[src/rtl/game_tick_scheduler.sv]
// Move-rate prescaler for the snake game: wraps at a speed-dependent max and raises
// a move tick to game logic over a req/ack handshake, flagging ticks the consumer missed.
module game_tick_scheduler #(
  parameter int               WIDTH    = 20,
  parameter int               LEVELS   = 8,
  parameter logic [WIDTH-1:0] BASE_MAX = 20'd999999,
  parameter logic [WIDTH-1:0] STEP     = 20'd100000,
  parameter logic [WIDTH-1:0] MIN_MAX  = 20'd199999
) (
  input  logic                      clock,
  input  logic                      resetn,
  input  logic                      start,
  input  logic                      pause,
  input  logic                      speed_up,
  input  logic                      speed_reset,
  input  logic                      tick_ack,
  output logic                      tick_req,
  output logic                      overrun,
  output logic [$clog2(LEVELS)-1:0] level,
  output logic [WIDTH-1:0]          count,
  output logic [1:0]                state
);

  localparam int               LW        = $clog2(LEVELS);
  localparam int               EW        = WIDTH + 4;
  localparam logic [LW-1:0]    LEVEL_TOP = LW'(LEVELS - 1);

  typedef enum logic [1:0] {
    ST_IDLE   = 2'b00,
    ST_RUN    = 2'b01,
    ST_PAUSED = 2'b10,
    ST_BAD    = 2'b11
  } state_t;

  state_t           state_q;
  logic [EW-1:0]    step_prod;
  logic [EW-1:0]    base_ext;
  logic [EW-1:0]    min_ext;
  logic [EW-1:0]    diff;
  logic [WIDTH-1:0] max_cur;

  // Widened arithmetic so level*STEP can exceed BASE_MAX without wrapping around.
  always_comb begin
    step_prod = EW'(level) * EW'(STEP);
    base_ext  = EW'(BASE_MAX);
    min_ext   = EW'(MIN_MAX);
    diff      = (step_prod >= base_ext) ? '0 : base_ext - step_prod;
    max_cur   = (diff < min_ext) ? MIN_MAX : diff[WIDTH-1:0];
  end

  assign state = state_q;

  always_ff @(posedge clock) begin
    if (!resetn) begin
      state_q  <= ST_IDLE;
      count    <= '0;
      level    <= '0;
      tick_req <= 1'b0;
      overrun  <= 1'b0;
    end else if (state_q == ST_BAD) begin
      state_q  <= ST_IDLE;
      count    <= '0;
      tick_req <= 1'b0;
    end else if (start) begin
      state_q  <= ST_RUN;
      count    <= '0;
      tick_req <= 1'b0;
      overrun  <= 1'b0;
    end else begin
      if (tick_req && tick_ack) begin
        tick_req <= 1'b0;
      end
      // A pulse consumed at a higher priority suppresses the lower ones this cycle.
      if (pause && state_q != ST_IDLE) begin
        state_q <= (state_q == ST_RUN) ? ST_PAUSED : ST_RUN;
      end else if (speed_reset) begin
        level <= '0;
        count <= '0;
      end else if (speed_up) begin
        if (level != LEVEL_TOP) begin
          level <= level + LW'(1);
        end
        count <= '0;
      end else if (state_q == ST_RUN) begin
        if (count == max_cur) begin
          count    <= '0;
          tick_req <= 1'b1;
          if (tick_req && !tick_ack) begin
            overrun <= 1'b1;
          end
        end else begin
          count <= count + WIDTH'(1);
        end
      end
    end
  end

endmodule

[config.mk]
export PLATFORM = sky130hd
export DESIGN_NAME = game_tick_scheduler
export DESIGN_NICKNAME = d
export VERILOG_FILES = /design/src/rtl/game_tick_scheduler.sv
export SDC_FILE = /design/constraint.sdc
export NUM_CORES = 1
export LEC_CHECK = 0
export ABC_AREA = 1
export BUFFER_PORTS_ARGS = -buffer_cell sky130_fd_sc_hd__buf_2
export CAP_MARGIN = 20
export CORE_MARGIN = 1.5
export CORE_UTILIZATION = 40
export DETAILED_ROUTE_END_ITERATION = 10
export PLACE_DENSITY = 0.62
export SLEW_MARGIN = 15
export SYNTH_ARGS = -nofsm -noshare
export SYNTH_HDL_FRONTEND = slang
export SYNTH_SLANG_ARGS = --single-unit
[constraint.sdc]
create_clock -name clock -period 5.6 [get_ports clock]
set_input_delay 0.56 -clock clock [delete_from_list [all_inputs] [get_ports clock]]
set_output_delay 0.56 -clock clock [all_outputs]
set_load 0.01 [all_outputs]
# == Word level (Yosys, flattened, before mapping) ==
# Index checks and enable logic that the tools add are counted.
# classes
n_addsub,3
eq_ne,7
n_mux,25
bitwise,4
n_lt_le_gt_ge,2
mul,1
reduce_logical,17
# ops
cell,count
$mux 20,5
$lt 24x18->1 const B,1
$mux 24,1
$sub 20x20->21 const A,1
$add 20x1->20 const B,1
$eq 20x20->1,1
$ge 20x20->1 const B,1
$mul 3x12->15 const B,1
$mux 1,15
$reduce_bool 2->1,7
$mux 3,3
$reduce_and 7->1,1
$ne 2x2->1 const B,3
$reduce_and 5->1,1
$not 1->1,4
$add 3x1->3 const B,1
$logic_and 1x1->1,3
$ne 3x3->1 const B,1
$reduce_bool 3->1,1
$reduce_or 3->1,1
$eq 2x1->1 const B,1
$eq 2x2->1 const B,1
$mux 2,1
$reduce_and 2->1,1
2 further kinds,2
# word_totals
wordCells,65
output_inout_bits,27
input_bits,7
ff_bits,27

# == Longest topological paths before layout ==
# Gate-level depths: netlist (run 1).
# depth
word_depth,12
ltp_mapped,25
depth_no_buf,24

# == Worst setup path before layout (run 1) ==
# No wires, ideal clock.
# synth_timing
path_kind,reg-to-reg
startpoint,register level[1]
endpoint,register count[8]
stages_incl_launch_ff,23
setup_time_ps,141
period_less_slack_ps,3371
required_time_ps,5459
arrival_ps,3230
setup_slack_ps,2229
n_path_buf,2
path_cell_list,dfxtp_1 > inv_1 > ha_1 > inv_1 > ha_1 > ha_1 > inv_1 > nor2_1 > nand3_1 > nand2_2 > inv_1 > nor3_2 > nor2_4 > nand2_4 > buf_8 > nand2_1 > nand2_1 > nand4_2 > nor2_2 > nand2_4 > buf_8 > nand2_2 > a21oi_2
# synth_between
elab_chain_len,10
word_cells_on_any_way,11
cone_classes,add/sub (1); mul (1); order compare (2); eq/ne (1); mux (6)
# synth_rtl
element,line,rtl
"start, declared",19,"output logic [$clog2(LEVELS)-1:0] level,"
"start signal, assigned",81,level <= level + LW'(1);
$mul 3x12->15 (*),44,step_prod = EW'(level) * EW'(STEP);
$sub 20x20->21 / $ge 20x20->1 (equally long branches),47,diff = (step_prod >= base_ext) ? '0 : base_ext - step_prod;
$mux 24 (*),47,
$lt 24x18->1,48,max_cur = (diff < min_ext) ? MIN_MAX : diff[WIDTH-1:0];
$mux 20 (*),48,
$eq 20x20->1 (*),85,if (count == max_cur) begin
$mux 20 (*),85,
$mux 20 (*),84,end else if (state_q == ST_RUN) begin
$mux 20 (*),79,end else if (speed_up) begin
$mux 20 (*),76,end else if (speed_reset) begin
"end signal, assigned",92,count <= count + WIDTH'(1);
"end, declared",20,"output logic [WIDTH-1:0] count,"
# Every way passes the cells marked *; elsewhere a longest branch is shown, timed or not. The select of a mux whose other input is x is not followed.
# A chain may end at the register's enable or synchronous reset.

# == Final worst setup path (run 1) ==
# layout_timing
startpoint,register level[1]
endpoint,register count[18]
# The elaborated chain is that of the path after synthesis.

==> impl_results.md, run 1 <==
- Fin worst setup slack: 1.697 ns
- Mux contribution to synthesized area: 0%
- Total GRT Usage: 18.80%
- Final total power: 0.4516 mW
- Critical Path Source Type: flop
- MaxCap Viol Count: 0
- Worst Skew: 0.006707 ns
- P_int: between 0.2 and 0.3 mW
- Top layer in use: met4
- Sum Neg Setup Slack: 0 ns
- Slew @ Worst Pin: 0.8743 ns
- Vias post-DR: between 2k and 3k
- Clock tree from TritonCTS: done
- Main combinational cell family by area after synthesis: simple AND/OR/NAND/NOR gates
- Area contributors post-synth: dfxtp_1, nand2_1, nor2_1, inv_1, ha_1
- Vias in the first global route: around 2.4k
- Syn_nets: 456
- Initial DRC Count: 173
- # H-tree levels: 1
- Synth warn: 0
- Synth Area per Inst: between 6 and 7 um2
- First-pass GRT wire length: approximately 11 mm
- Starting Density: between 40% and 50%
- Share of cells above drive strength 1: 21.03%
- Max clock buf depth: 2
- Floorplan die height: 84.13 um
- Final min period: 3.903 ns
- Status: finished clean
- Fin area: 0.002899 mm2
- Worst-Skew Late Latency: 0.28 ns
- Hold_buf cts: 0
- Vias per Instance: 4.906
- CTS resizes: 0
- Compound-cell area share of the yosys netlist: between 10% and 20%
- Xor/xnor cell area share of the yosys netlist: 3.327%
- Delay-heaviest family, CP: simple AND/OR/NAND/NOR gates
- Worst path bufs/invs: 4
- Met3 wire len: 250 um
- Post-DP Area: about 0.0029 mm2
- FFs w/ async S/R, synth: 0%
- Crit path cell chain: inv_1 > ha_1 > inv_1 > ha_1 > ha_1 > inv_1 > nor2_1 > nand3_1 > nand2_2 > inv_1 > nor3_2 > nor2_4 > nand2_4 > nand2_1 > nand2_1 > nand2_1 > nor2_1 > nand3_1 > nor2_2 > nand2_4 > nand2_1 > a21oi_1
- DP Worst Slack: 1.723 ns
- Crit path arrival time: a little over 4 ns
- Area grow syn2layout: 10.12%
- DRT Pass-1 Iters: 4
- Seq/Total Area, Yosys: 20.53%
- Yosys top cell by area: dfxtp_1
- Flop pwr share: a little over two fifths
- Synth Area in Adders: 6.464%
- CTS sink cnt: 27
- HP Class: reg2reg
- Antenna Nets Post-Route: 0
- Top-count cell post-synth: nand2_1
- Initial antenna violation count: 0
- Synth cell types: 37
- Synth Cell Area: between 0.002 and 0.003 mm2
- Clock slew at reported path FFs: 0.09 ns
- Pwr/cell area: about 160 mW/mm2
- Fin. Hold Viols: 0
- Kind of critical path: reg2reg
- Post-CTS Setup Inserts: 0
- Req. time, crit path: 5.73 ns
- Metal1 wirelength: 3.184 mm
- Commonest cells post-synth: nand2_1, nor2_1, inv_1
- Peak VDD IR: 0.09925 mV
- RSZ-0062 raised after global routing: no
- Post-synth EDFFs: 0
- Leakage: about 1.3 nW
- Seq cells post-synth: 27
- Worst slew margin: 41.65%
- Core area: 0.006350 mm2
- Post-DP HPWL: 5.154 mm
- Clock share of power: 25.2%
- Synthesized netlist cell count: 436
- WL met2: approximately 3 mm
- Routability cong.: 0.8724
- Final setup viols: 0
- Crit Path Max Fanout: 19
- Max Freq: ~0.26 GHz
- Slowest cell on crit path: dfxtp_1
- Clock Tree Root: clkbuf_8
- CP Capture Type: flop
- Die W: 84.13 um
- Fin. max-slew vios: 0
- Cell Rows: 29
- Largest net degree at the start of global routing: 22
- Total gr overflow: 0
- CTS Buf Count: 3
- Tcrit/Tclk final: 69.70%
- Yosys top cell area share: 20.53%
- # DRC: 0
- Logic gate share of total power: 30.8%
- N_diodes: 0
- Max incr delay on CP: 0.57 ns
- Die Area: slightly above 0.007 mm2
- Synth Area in Simple Gates: 48.53%
- NetSw: roughly 0.16 mW
- IO buf count: 33
- Ports: 34
- WL per Instance: 12.01 um
- Nets@finish: 487
- Routed Wire Length: 6.524 mm
- Switch share: 35.31%
- Primary FF master, synth: dfxtp_1
==> path summary, 6_finish.rpt <==
path	start	to	slack (ns)	cells past startpoint
max	level[1]	count[18]	1.70	22
min	overrun	overrun	0.45	2
max reg2reg	level[1]	count[18]	1.70	22
min reg2reg	overrun	overrun	0.45	2
==> layout by cell type, fill, tap and decap left out, drive strengths merged <==
master	Yosys	final
nand3	33	33
dfxtp	27	27
and3	1	1
o31ai	1	1
nand3b	1	1
nand4	2	2
ha	12	12
nor3	10	10
nor2	66	66
o2111ai	1	1
clkbuf	6	4
buf	2	34
xor2	10	10
o21ai	6	6
o221ai	1	1
nand2	156	156
or2	2	2
nor4	3	3
o311ai	1	1
nor3b	1	1
a21oi	32	32
fa	1	1
a211oi	2	2
a31oi	1	1
inv	57	57
o21bai	1	1
==> worst register-to-register path: stages, from the launching register on <==
cell and delay [ns]:
dfxtp_1 0.57, inv_1 0.17, ha_1 0.35, inv_1 0.08, ha_1 0.21, ha_1 0.33, inv_1 0.07, nor2_1 0.08
nand3_1 0.09, nand2_2 0.16, inv_1 0.09, nor3_2 0.28, nor2_4 0.09, nand2_4 0.22, nand2_1 0.08, nand2_1 0.08
nand2_1 0.05, nor2_1 0.15, nand3_1 0.10, nor2_2 0.15, nand2_4 0.19, nand2_1 0.12, a21oi_1 0.06
==> metal layers <==
| layer | vias up | GRT usage [%] |
|---|---|---|
| li1 | 1435 | - |
| met1 | 1174 | 24.86 |
| met2 | 51 | 32.65 |
| met3 | 4 | 1.879 |
| met4 | 0 | 4.918 |
| met5 | - | 0 |
==> cell families after synthesis <==
group,count (synthesis)
and+or+nand+nor,275
adders and majority gates,13
DFF,27
AOI/OAI and AO/OA,46
buffers and inverters,65
xor gates and xnor gates,10
==> power by group through the flow <==
stage,sequential (mW),clock (mW),combinational [mW]
finish,0.198,0.114,0.139
global route,0.199,0.125,0.159
CTS,0.198,0.121,0.139
detailed placement,0.203,0,0.138
global placement,0.203,0,0.138
floorplan,0.203,0,0.105
==> through the flow <==
stage               std cells  hold WS (ns)  util (%)
floorplan                 436        0.4716         -
global placement          539        0.4335     44.95
detailed placement        539        0.4381     44.95
CTS                       543        0.4522     45.66
global route              543        0.5046     45.66
finish                    543        0.4507     45.66
==> flip-flops by register name, summed over array words and instances, names as in the netlist <==
signal,count
count,20
level,3
overrun,1
state,2
tick_req,1
==> area by class of cell <==
cell class | instances | area, um2
tap | 77 | 96.34
multi-input combinational | 344 | 1831
clock buffer | 4 | 45.04
fill | 685 | 3451
timing repair buffer | 34 | 172.7
sequential | 27 | 540.5
inverter | 57 | 214.0
Note: power is estimated with default switching activity, not from simulation.
==> inputs of run 2 (changes only) <==
==> constraint.sdc (replaced) <==
create_clock -name clock -period 3.8 [get_ports clock]
set_input_delay 0.38 -clock clock [delete_from_list [all_inputs] [get_ports clock]]
set_output_delay 0.38 -clock clock [all_outputs]
set_load 0.01 [all_outputs]
==> impl_results.md, run 2 (synthesis gave the netlist of run 1 again) <==
- N_diodes: 0 (unchanged)
- Antenna Nets Post-Route: 0 (unchanged)
- Clock slew at reported path FFs: 0.11 ns (was 0.09 ns)
- Post-CTS Setup Inserts: 0 (unchanged)
- Most frequent cells in the layout: nand2_1, nor2_1, inv_1 (unchanged)
- Min-Delay Startpoint: tick_ack (was overrun)
- Fin. max-slew vios: 0 (unchanged)
- Leakage: 1.335 nW (was 1.330 nW)
- Clock Tree Root: clkbuf_8 (unchanged)
- Share of cells above drive strength 1: 21.20% (was 21.03%)
- Layout Utilization: 46.09% (was 45.66%)
- Initial antenna violation count: 0 (unchanged)
- Status: finished clean (unchanged)
- Routability cong.: 0.8800 (was 0.8724)
- Slew @ Worst Pin: 0.8661 ns (was 0.8743 ns)
- Total GRT Usage: 18.75% (was 18.80%)
- Final total power: 0.6734 mW (was 0.4516 mW)
- Cell Rows: 29 (unchanged)
- Reg area: 540.5 um2 (unchanged)
- Largest net degree at the start of global routing: 22 (unchanged)
- Vias in the first global route: 2388 (was 2378)
- Floorplan die height: 84.13 um (unchanged)
- MaxCap Viol Count: 0 (unchanged)
- Final min period: 3.460 ns (was 3.903 ns)
- # H-tree levels: 1 (unchanged)
- Worst-Skew Late Latency: 0.28 ns (about the same)
- Top layer in use: met4 (unchanged)
- IO buf count: 33 (unchanged)
- Crit path arrival time: 3.59 ns (was 4.03 ns)
- Biggest register: count (unchanged)
- Hold_buf cts: 0 (unchanged)
- Clock tree from TritonCTS: done (unchanged)
- Die Area: 0.007077 mm2 (unchanged)
- Area grow syn2layout: 11.17% (was 10.12%)
- WL met2: 3.097 mm (was 3.033 mm)
- Tcrit/Tclk final: 91.05% (was 69.70%)
- Routed Wire Length: 6.615 mm (was 6.524 mm)
- Setup crit start: level[1] (unchanged)
- Kind of critical path: reg2reg (unchanged)
- Worst slew margin: 42.20% (was 41.65%)
- CTS sink cnt: 27 (unchanged)
- WL per Instance: 12.16 um (was 12.01 um)
- Starting Density: 41.46% (unchanged)
- Post-DP HPWL: 5.271 mm (was 5.154 mm)
- Max incr delay on CP: 0.34 ns (was 0.57 ns)
- Req. time, crit path: 3.93 ns (was 5.73 ns)
- Max reg flops: 20 (unchanged)
- Most common cell on crit path: nand2_1
- Max Freq: 0.2890 GHz (was 0.2562 GHz)
- Nets@finish: 488 (was 487)
- Slowest cell on crit path: dfxtp_1 (unchanged)
- Total gr overflow: 0 (unchanged)
- CTS Buf Count: 3 (unchanged)
- Core area: 0.006350 mm2 (unchanged)
- Met3 wire len: 164 um (was 250 um)
- HP Class: in2reg (was reg2reg)
- Peak VDD IR: 0.1314 mV (was 0.09925 mV)
- Die W: 84.13 um (unchanged)
- Footprint of the multi-input gates: 0.001851 mm2 (was 0.001831 mm2)
- Ports: 34 (unchanged)
- Final setup viols: 0 (unchanged)
- Crit Path Max Fanout: 19 (unchanged)
- Critical Path Source Type: flop (unchanged)
- DRT Pass-1 Iters: 7 (was 4)
- Metal1 wirelength: 3.319 mm (was 3.184 mm)
- Crit path cell chain: inv_1 > ha_1 > inv_1 > ha_1 > ha_1 > inv_1 > nor2_1 > nand3_1 > nand2_4 > o311ai_0 > nand2_1 > nand2_1 > nand2_1 > nand2_2 > nand2_8 > nand2_1 > nand2_1 > nand2_1 > nor2_1 > nand3_1 > nor2_2 > nand2_4 > nand2_1 > a21oi_1 (was inv_1 > ha_1 > inv_1 > ha_1 > ha_1 > inv_1 > nor2_1 > nand3_1 > nand2_2 > inv_1 > nor3_2 > nor2_4 > nand2_4 > nand2_1 > nand2_1 > nand2_1 > nor2_1 > nand3_1 > nor2_2 > nand2_4 > nand2_1 > a21oi_1)
- First-pass GRT wire length: 11.07 mm (was 10.96 mm)
- Fin. Hold Viols: 0 (unchanged)
- Worst Skew: 0.01332 ns (was 0.006707 ns)
- # DRC: 0 (unchanged)
- Reg2reg start: level[1] (unchanged)
- Fillcell total: 694 (was 685)
- Pwr/cell area: 230.1 mW/mm2 (was 155.8 mW/mm2)
- Leading cell type in the layout, fill and taps excluded: nand2_1 (unchanged)
- Max clock buf depth: 2 (unchanged)
- Initial DRC Count: 127 (was 173)
- CP Capture Type: flop (unchanged)
- Vias per Instance: 4.939 (was 4.906)
- Vias post-DR: 2687 (was 2664)
- CTS resizes: 0 (unchanged)
run 2: metrics by stage:
stage | instances | TNS, ns | instance area [um2] | hold WS, ns | worst slack, ns
3_3_place_gp | 540 | 0 | 2861 | 0.4364 | 0.3534
6_report | 544 | 0 | 2927 | 0.3710 | 0.3401
5_1_grt | 544 | -0.02191 | 2927 | 0.3892 | -0.01139
3_5_place_dp | 540 | 0 | 2861 | 0.4688 | 0.2716
2_1_floorplan | 436 | 0 | 2633 | 0.4716 | 0.4294
4_1_cts | 544 | 0 | 2907 | 0.3761 | 0.2533
run 2: worst max-delay path, delay by kind of cell, from the launching register on:
family	cells	cell delay [ns]
adder cells (fa/ha/maj)	3	0.88
buffers and inverters	3	0.23
AO/OA/AOI/OAI	2	0.20
AND/OR/NAND/NOR	16	1.64
flip-flops	1	0.34
run 2: cell type report:
class                   count  share of cell area [%]
multi-input cells         344                   63.23
clock buffers               4                   1.539
well taps                  77                   3.292
repair buffers             35                   6.156
inverters                  57                   7.311
flip-flops and latches     27                   18.47
run 2: where the power goes:
part | total, mW | switching (mW) | internal, mW
registers | 0.290 | 0.00369 | 0.286
clock network | 0.174 | 0.0988 | 0.0753
logic | 0.209 | 0.138 | 0.0710
run 2: worst paths after layout:
kind | endpoint | slack, ns | depth (start not counted)
hold reg to reg | overrun | 0.47 | 2
hold / removal | tick_req | 0.37 | 4
setup reg to reg | count[18] | 0.34 | 24
setup / recovery | count[18] | 0.34 | 24
run 2: layer usage:
metal  track usage [%]  up-vias
met1             25.94     1211
met5                 0        -
met3             1.583        2
met4             2.683        0
li1                  -     1441
met2             32.51       33
